[src/rtl/draw_tri_sequencer.sv]
`timescale 1ns/1ps
// Triangle command sequencer: queues commands, y-sorts vertices, starts
// the fill engine and turns its pixels into clipped VRAM write requests.
// Ports: cmd_* (valid/ready command in), eng_* (fill engine control/status),
// wr_* (req/ack VRAM write), busy_o/done_o (status).
module draw_tri_sequencer #(
  parameter int CORDW = 16,
  parameter int DEPTH = 4,
  parameter int ADDRW = 16
) (
  input  logic                    clk,
  input  logic                    reset_n_i,
  input  logic                    cmd_valid_i,
  output logic                    cmd_ready_o,
  input  logic signed [CORDW-1:0] cmd_x0_i,
  input  logic signed [CORDW-1:0] cmd_y0_i,
  input  logic signed [CORDW-1:0] cmd_x1_i,
  input  logic signed [CORDW-1:0] cmd_y1_i,
  input  logic signed [CORDW-1:0] cmd_x2_i,
  input  logic signed [CORDW-1:0] cmd_y2_i,
  input  logic [15:0]             cmd_color_i,
  input  logic [ADDRW-1:0]        base_addr_i,
  input  logic [ADDRW-1:0]        pitch_i,
  input  logic signed [CORDW-1:0] clip_w_i,
  input  logic signed [CORDW-1:0] clip_h_i,
  output logic                    eng_start_o,
  output logic                    eng_oe_o,
  output logic signed [CORDW-1:0] eng_x0_o,
  output logic signed [CORDW-1:0] eng_y0_o,
  output logic signed [CORDW-1:0] eng_x1_o,
  output logic signed [CORDW-1:0] eng_y1_o,
  output logic signed [CORDW-1:0] eng_x2_o,
  output logic signed [CORDW-1:0] eng_y2_o,
  input  logic signed [CORDW-1:0] eng_x_i,
  input  logic signed [CORDW-1:0] eng_y_i,
  input  logic                    eng_drawing_i,
  input  logic                    eng_busy_i,
  input  logic                    eng_done_i,
  output logic                    wr_req_o,
  input  logic                    wr_ack_i,
  output logic [ADDRW-1:0]        wr_addr_o,
  output logic [15:0]             wr_data_o,
  output logic                    busy_o,
  output logic                    done_o
);

  localparam int PW = $clog2(DEPTH);
  localparam logic [PW:0] ONE = 1;

  typedef struct packed {
    logic signed [CORDW-1:0] x0, y0, x1, y1, x2, y2;
    logic [15:0]             col;
    logic [ADDRW-1:0]        base, pitch;
    logic signed [CORDW-1:0] cw, ch;
  } cmd_t;

  typedef enum logic [2:0] {
    S_IDLE, S_SORT0, S_SORT1, S_SORT2, S_START, S_DRAW, S_DRAIN
  } state_t;

  cmd_t       r_mem [DEPTH];
  logic [PW:0] r_wp, r_rp;
  state_t     r_state, w_next;

  logic signed [CORDW-1:0] r_x0, r_y0, r_x1, r_y1, r_x2, r_y2;
  logic signed [CORDW-1:0] r_cw, r_ch;
  logic [15:0]             r_col;
  logic [ADDRW-1:0]        r_base, r_pitch;

  logic             r_wr_req;
  logic [ADDRW-1:0] r_wr_addr;
  logic [15:0]      r_wr_data;

  cmd_t w_in, w_head;
  logic w_full, w_empty, w_push, w_pop;
  logic w_start, w_oe, w_done;
  logic w_clip, w_fire;
  logic [ADDRW+CORDW-1:0] w_sum;
  logic w_unused;

  // Extra pointer bit distinguishes full from empty.
  assign w_empty = (r_wp == r_rp);
  assign w_full  = (r_wp[PW] != r_rp[PW]) &&
                   (r_wp[PW-1:0] == r_rp[PW-1:0]);
  assign w_push  = cmd_valid_i && cmd_ready_o;
  assign w_head  = r_mem[r_rp[PW-1:0]];

  assign w_in = '{x0: cmd_x0_i, y0: cmd_y0_i,
                  x1: cmd_x1_i, y1: cmd_y1_i,
                  x2: cmd_x2_i, y2: cmd_y2_i,
                  col: cmd_color_i, base: base_addr_i,
                  pitch: pitch_i, cw: clip_w_i, ch: clip_h_i};

  always_ff @(posedge clk)
    if (w_push) r_mem[r_wp[PW-1:0]] <= w_in;

  always_ff @(posedge clk or negedge reset_n_i) begin
    if (!reset_n_i) begin
      r_wp <= '0;
      r_rp <= '0;
    end else begin
      if (w_push) r_wp <= r_wp + ONE;
      if (w_pop)  r_rp <= r_rp + ONE;
    end
  end

  always_ff @(posedge clk or negedge reset_n_i) begin
    if (!reset_n_i) r_state <= S_IDLE;
    else            r_state <= w_next;
  end

  always_comb begin
    w_next  = r_state;
    w_pop   = 1'b0;
    w_start = 1'b0;
    w_oe    = 1'b0;
    w_done  = 1'b0;
    unique case (r_state)
      S_IDLE: if (!w_empty) begin
        w_pop  = 1'b1;
        w_next = S_SORT0;
      end
      S_SORT0: w_next = S_SORT1;
      S_SORT1: w_next = S_SORT2;
      S_SORT2: w_next = S_START;
      S_START: begin
        w_start = 1'b1;
        w_next  = S_DRAW;
      end
      S_DRAW: begin
        w_oe = !r_wr_req || wr_ack_i;
        if (eng_done_i) w_next = S_DRAIN;
      end
      S_DRAIN: if (!r_wr_req) begin
        w_done = 1'b1;
        w_next = S_IDLE;
      end
      default: w_next = S_IDLE;
    endcase
  end

  // Bubble network; strict compare keeps ties in command order.
  always_ff @(posedge clk or negedge reset_n_i) begin
    if (!reset_n_i) begin
      r_x0 <= '0; r_y0 <= '0;
      r_x1 <= '0; r_y1 <= '0;
      r_x2 <= '0; r_y2 <= '0;
      r_cw <= '0; r_ch <= '0;
      r_col <= '0; r_base <= '0; r_pitch <= '0;
    end else if (w_pop) begin
      r_x0 <= w_head.x0; r_y0 <= w_head.y0;
      r_x1 <= w_head.x1; r_y1 <= w_head.y1;
      r_x2 <= w_head.x2; r_y2 <= w_head.y2;
      r_cw <= w_head.cw; r_ch <= w_head.ch;
      r_col   <= w_head.col;
      r_base  <= w_head.base;
      r_pitch <= w_head.pitch;
    end else begin
      unique case (1'b1)
        (r_state == S_SORT0) && (r_y0 > r_y1),
        (r_state == S_SORT2) && (r_y0 > r_y1): begin
          r_x0 <= r_x1; r_y0 <= r_y1;
          r_x1 <= r_x0; r_y1 <= r_y0;
        end
        (r_state == S_SORT1) && (r_y1 > r_y2): begin
          r_x1 <= r_x2; r_y1 <= r_y2;
          r_x2 <= r_x1; r_y2 <= r_y1;
        end
        default: ;
      endcase
    end
  end

  assign w_clip = eng_x_i[CORDW-1] || eng_y_i[CORDW-1] ||
                  (eng_x_i >= r_cw) || (eng_y_i >= r_ch);
  assign w_fire = eng_drawing_i && w_oe && !w_clip;

  // Coordinates are non-negative once unclipped, so zero-extend.
  assign w_sum = {{CORDW{1'b0}}, r_base}
               + ({{ADDRW{1'b0}}, eng_y_i} * {{CORDW{1'b0}}, r_pitch})
               + {{ADDRW{1'b0}}, eng_x_i};

  always_ff @(posedge clk or negedge reset_n_i) begin
    if (!reset_n_i) begin
      r_wr_req  <= 1'b0;
      r_wr_addr <= '0;
      r_wr_data <= '0;
    end else if (w_fire) begin
      r_wr_req  <= 1'b1;
      r_wr_addr <= w_sum[ADDRW-1:0];
      r_wr_data <= r_col;
    end else if (wr_ack_i) begin
      r_wr_req <= 1'b0;
    end
  end

  assign w_unused = ^{eng_busy_i, w_sum[ADDRW+CORDW-1:ADDRW]};

  assign cmd_ready_o = reset_n_i && !w_full;
  assign eng_start_o = w_start;
  assign eng_oe_o    = w_oe;
  assign eng_x0_o    = r_x0;
  assign eng_y0_o    = r_y0;
  assign eng_x1_o    = r_x1;
  assign eng_y1_o    = r_y1;
  assign eng_x2_o    = r_x2;
  assign eng_y2_o    = r_y2;
  assign wr_req_o    = r_wr_req;
  assign wr_addr_o   = r_wr_addr;
  assign wr_data_o   = r_wr_data;
  assign busy_o      = !w_empty || (r_state != S_IDLE) || r_wr_req;
  assign done_o      = w_done;

endmodule

[config.mk]
export PLATFORM = sky130hd
export DESIGN_NAME = draw_tri_sequencer
export DESIGN_NICKNAME = d
export VERILOG_FILES = /design/src/rtl/draw_tri_sequencer.sv
export SDC_FILE = /design/constraint.sdc
export NUM_CORES = 1
export LEC_CHECK = 0
export CORE_MARGIN = 2
export CORE_UTILIZATION = 45
export CTS_CLUSTER_DIAMETER = 100
export DETAILED_ROUTE_END_ITERATION = 10
export HOLD_SLACK_MARGIN = 0.02
export MAX_ROUTING_LAYER = met4
export SKIP_LAST_GASP = 1
export SYNTH_ARGS = -nofsm -noshare
export SYNTH_HDL_FRONTEND = slang
export SYNTH_SLANG_ARGS = --single-unit
[constraint.sdc]
create_clock -name clk -period 13.4 [get_ports clk]
set_input_delay 2.68 -clock clk [delete_from_list [all_inputs] [get_ports clk]]
set_output_delay 2.68 -clock clk [all_outputs]
set_load 0.05 [all_outputs]
==> impl_results.md, run 1 <==
- Peak fanout along the critical path: 11
- Synthesized instance count: around 2500
- Final Cell Area: ~49000 µm²
- Drt initial violations: 1443
- Mapped Nets: 2937
- Max Cap Viol: 0
- RSZ-0062 raised after global routing: false
- Clock latency on the worst-skew pair: around 670 ps
- Most common cell after layout, fill and taps aside: edfxtp_1
- H-tree depth: 3
- RD Place Congestion: 0.8909
- Post-synth top flop: edfxtp_1
- Setup_tns: 0 ps
- Max clock buf depth: 3
- Run status: complete, no violations
- Initial antenna violation count: 21
- # IOs: ~350
- Worst Skew: between 30 and 40 ps
- First-pass GRT wire length: roughly 150000 µm
- Detail Route Antenna Nets: 0
- Final nets: approximately 3300
- Yosys cell types: 54
- Reg2reg start: r_pitch[1]$_DFFE_PN0P_
- Hpwl dp: between 60000 and 70000 µm
- Largest net degree at the start of global routing: between 80 and 90
- Setup CP Type: in2reg
- TritonRoute pass-1 iters: 7
- Avg Cell Area, Syn: 16.45 µm²
- Synth warnings: 0
- Hold_sp: r_col[8]$_DFFE_PN0P_
- Worst-margin pin slew: 1071 ps
- Sequential area share after synthesis: around two thirds
- Fill count: between 7000 and 8000
- Number of flops mapped to enable cells by yosys: between 700 and 800
- Rel. slew slack: between 20 and 30%
- Number of CTS-inserted buffers: 96
- Grt total ovfl: 0
- Async set-reset flop share out of synthesis: 23.64%
- Hold Path Class: reg2reg
- DP Area: 45770 µm²
- Reg area: 26600 µm²
- Core ar.: approximately 90000 µm²
- Area of the multi-input gates: approximately 13000 µm²
- Die ar.: between 90000 and 100000 µm²
- CTS Root Buffer Type: clkbuf_16
- Final wirelength: between 90000 and 100000 µm
- Crit path from: eng_y_i[6]
- WP data arrival: 8610 ps
- Final Setup Violations: 0
- DRC viols: 0
- Max reg flops: about 700
- Via Count: 22100
- Overall Global Routing Usage: between 20% and 30%
- Height of the die: approximately 310 µm
- PostCTS Resize Cnt: 0
- Final max-slew violation count: 0
- Row count: 110
- Mapped Area: ~40000 µm²
- WP data required: between 10000 and 15000 ps
- # port buffers: ~350
- CTS tree: done
- Clock slew at reported path FFs: 60 ps
- Crit start category: input port
- Sink Count: between 900 and 1000
- Hold_buf cts: 0
- Vias in the first global route: between 20000 and 25000
- Fin. Hold Viols: 0
- Post-route clock period utilization: about three fifths
- Die width: between 300 and 400 µm
- Initial Util: between 40% and 50%
- DR WL/cell: roughly 24 µm
- Area growth syn-to-layout: 19.46%
- Vias/cell: 5.343
- Layout cells sized above 1: approximately an eighth
- Post-CTS Setup Inserts: 0
- CP Capture Type: flop
- #FFs+latches synth: around 920
- FMAX: roughly 120 MHz
- Most frequent cells in the layout: edfxtp_1 (704), clkdlybuf4s50_1 (346), inv_1 (229), nand2_1 (222), dfrtp_1 (216)
- Crit path time final: about 8100 ps
[logic make-up (layout without fill, tap and decap cells)]
kind of cell,Yosys count,count (layout),synth area share (%)
simple gates,364,364,4.131
buf+inv,341,788,3.326
mux,379,379,14.94
flops,922,922,64.81
fa+ha+maj,228,228,8.927
xor+xnor,52,52,1.110
compound gates,208,208,2.759
other cells,0,20,0
[synth_stat cells (3+ instances only)]
cell type | n | share of area (%)
nor4_1 | 4 | 0.061
inv_1 | 229 | 2.1
nor2_1 | 13 | 0.12
xnor2_1 | 45 | 0.96
ha_1 | 120 | 3.7
xor2_1 | 7 | 0.15
nor3_1 | 8 | 0.098
nand2_1 | 222 | 2.0
fa_1 | 108 | 5.3
o21ai_1 | 100 | 1.2
dfrtp_1 | 218 | 13
nand4_1 | 11 | 0.17
o21ai_0 | 50 | 0.61
mux4_2 | 176 | 9.7
a21oi_1 | 24 | 0.29
mux2_2 | 21 | 0.58
o211ai_1 | 3 | 0.055
clkbuf_1 | 70 | 0.64
and2_1 | 65 | 0.99
buf_1 | 9 | 0.082
nand2b_1 | 5 | 0.076
and3_1 | 8 | 0.12
buf_6 | 7 | 0.19
edfxtp_1 | 704 | 52
a31oi_1 | 6 | 0.091
o21bai_1 | 3 | 0.055
nand3_1 | 6 | 0.073
nor2b_1 | 7 | 0.11
mux2i_1 | 96 | 2.3
mux2_1 | 86 | 2.4
a21o_1 | 8 | 0.15
buf_2 | 26 | 0.32
[path summary, 6_finish.rpt]
kind / to / slack (ps) / cells past startpoint
min in group asynchronous: r_pitch[8]$_DFFE_PN0P_ / 1920 / 1
worst min register to register: wr_data_o[8]$_DFFE_PN0P_ / 480 / 1
worst max register to register: wr_addr_o[14]$_DFFE_PN0P_ / 7420 / 18
worst min-delay path: wr_data_o[8]$_DFFE_PN0P_ / 480 / 1
worst max-delay path: wr_addr_o[14]$_DFFE_PN0P_ / 5320 / 19
max in group asynchronous: r_rp[0]$_DFFE_PN0P_ / 9370 / 3
[layer usage]
layer / part of all wire (%) / GRT usage (%) / vias to the layer above
met2: 51 / 35.64 / 555
met4: 2.2 / 6.782 / 0
met5: 0 / - / -
met1: 41 / 27.72 / 11500
li1: - / - / 9928
met3: 5.8 / 4.244 / 123
[final cells by class]
type,count,area share (%)
well taps,1176,3.001
flip-flops and latches,922,54.26
multi-input cells,1231,26.77
clock inverters,53,1.228
repair buffers,378,7.570
diodes,20,0.1021
inverters,229,1.753
clock buffers,128,5.311
[worst max-delay path, cell delays in order]
cell and delay, ps:
clkdlybuf4s50_1 760, and2_1 330, fa_1 500, inv_1 50
fa_1 470, inv_1 50, fa_1 510, inv_1 60
fa_1 530, inv_1 50, fa_1 500, fa_1 430
ha_1 370, and3_1 210, a311oi_1 430, o21bai_1 120
a21oi_1 180, xnor2_1 80, mux2_1 290
[metrics by stage]
step | util (%) | setup slack (ps) | instances | hold slack (ps)
after floorplan | - | 4941 | 2494 | 450.3
after global placement | 50.77 | 4699 | 3936 | 460.5
after detailed placement | 50.77 | 4646 | 3936 | 471.4
after CTS | 54.33 | 5355 | 4117 | 481.8
after global routing | 54.38 | 5124 | 4135 | 500.5
final | 54.38 | 5323 | 4137 | 478.3
Power of run 1 is not shown: default switching activity piles up to over one toggle a cycle in this logic, so the estimate is an artifact.
==> run 2, diff against run 1 <==
- clock period: 13.4 -> 7.65 ns (I/O delays scaled with it)
==> impl_results.md, run 2 (synthesis gave the netlist of run 1 again) <==
- Run status: complete, no violations
- Fin. Hold Viols: 0
- Detail Route Antenna Nets: 0
- Initial Util: a little under half
- Setup_tns: 0 ps
- Top delay family on crit path: adder cells
- Vias in the first global route: 23490
- Sink Count: between 900 and 1000
- Peak fanout along the critical path: 7
- Hpwl dp: ~63000 µm
- Worst-margin pin slew: between 1000 and 1500 ps
- Initial antenna violation count: 15
- Clock latency on the worst-skew pair: just over 700 ps
- PostCTS Resize Cnt: 0
- TritonRoute pass-1 iters: 5
- Max reg flops: 704
- Final Setup Violations: 0
- DRC viols: 0
- # IOs: between 300 and 400
- Area growth syn-to-layout: 20.04%
- Overall Global Routing Usage: 21.65%
- Reg2reg start: r_pitch[1]$_DFFE_PN0P_
- Crit path from: eng_y_i[4]
- WP data arrival: 7210 ps
- Post-CTS Setup Inserts: 0
- Buffers and inverters on the worst path: 4
- Crit path time final: about 6700 ps
- Slowest-stage cell, CP: clkdlybuf4s50_1
- Core ar.: about 90000 µm²
- Rel. slew slack: between 30% and 40%
- Row count: 110
- Clock slew at reported path FFs: around 60 ps
- Wl on met1: about 40000 µm
- First-pass GRT wire length: roughly 150000 µm
- Max Cap Viol: 0
- Hold Path Class: reg2reg
- Final nets: around 3300
- Die width: approximately 310 µm
- CP peak stage delay: approximately 720 ps
- CP Capture Type: flop
- Via Count: ~22000
- CTS tree: done
- Drt initial violations: 1467
- Max clock buf depth: 3
- # port buffers: approximately 350
- Worst path cell trace: clkdlybuf4s50_1 > buf_4 > and2_1 > fa_1 > fa_1 > ha_1 > fa_1 > inv_1 > fa_1 > fa_1 > inv_1 > ha_1 > or2_2 > o31a_1 > a311oi_1 > o21bai_1 > a21oi_1 > xnor2_1 > mux2_1
- Grt total ovfl: 0
- Post-route clock period utilization: between 80% and 90%
- Hold_sp: r_col[3]$_DFFE_PN0P_
- Worst Skew: between 40 and 50 ps
- Final wirelength: ~96000 µm
- Hold_buf cts: 0
- WP data required: roughly 8000 ps
- Layout cells sized above 1: 13.19%
- Number of CTS-inserted buffers: 99
- H-tree depth: 3
- Routed wl met2: between 40000 and 50000 µm
- DR top layer: met4
- DR WL/cell: 23.30 µm
- FMAX: between 100 and 150 MHz
- RSZ-0062 raised after global routing: false
- Crit start category: input port
- Most common cell after layout, fill and taps aside: edfxtp_1
- Most frequent cells in the layout: edfxtp_1 (704), clkdlybuf4s50_1 (346), inv_1 (229), nand2_1 (222), dfrtp_1 (216)
- Largest net degree at the start of global routing: ~160
- Height of the die: ~310 µm
- Cell mode on critical path: fa_1
- Vias/cell: around 5.3
- Final max-slew violation count: 0
- RD Place Congestion: just under 0.9
- Fill count: ~7200
- Met3 WL: 5045 µm
- Setup CP Type: in2reg
- Die ar.: 93620 µm²
- CTS Root Buffer Type: clkbuf_16
## run 2: cell types whose count changed in the layout (fill, tap and decap cells not counted), moves of 3 or more
cell / before / now
buf_12: 0 / 6
inv_16: 3 / 0
clkinv_16: 1 / 7
diode_2: 20 / 13
clkinv_1: 12 / 16
buf_4: 31 / 28
clkinvlp_4: 6 / 3
## run 2: layer usage
| metal | track usage (%) | up-vias |
|---|---|---|
| met5 | - | - |
| met4 | 6.037 | 0 |
| met3 | 4.507 | 152 |
| met2 | 35.99 | 493 |
| met1 | 27.06 | 11400 |
| li1 | - | 9936 |
## run 2: cell type report
cell class / count / area (µm²) / area share, %
Timing Repair Buffer: 381 / 3809 / 7.732
Antenna cell: 13 / 32.53 / 0.06604
Sequential cell: 922 / 26600 / 54.00
Clock buffer: 131 / 2658 / 5.395
Tap cell: 1176 / 1471 / 2.987
Inverter: 229 / 859.6 / 1.745
Multi-Input combinational cell: 1231 / 13120 / 26.64
Clock inverter: 56 / 704.4 / 1.430
## run 2: final timing paths
kind	end	cells after the start	slack, ps
max	wr_addr_o[14]$_DFFE_PN0P_	19	980
min	wr_data_o[3]$_DFFE_PN0P_	1	480
min in group asynchronous	r_col[0]$_DFFE_PN0P_	1	830
max reg2reg	wr_addr_o[14]$_DFFE_PN0P_	18	1730
max in group asynchronous	wr_addr_o[13]$_DFFE_PN0P_	2	5420
min reg2reg	wr_data_o[3]$_DFFE_PN0P_	1	480
## run 2: per-stage QoR
stage	instance area [µm²]	std cells	hold slack, ps	util (%)	worst slack [ps]
2_1_floorplan	41040	2494	450.3	-	340.8
3_3_place_gp	45870	3939	461.5	50.88	289.6
3_5_place_dp	45870	3939	466.2	50.88	303.7
4_1_cts	49230	4126	478.9	54.61	1014
5_1_grt	49260	4138	497.3	54.64	827.9
6_report	49260	4139	476.5	54.64	976.6
Power of run 2 is left out for the same reason.
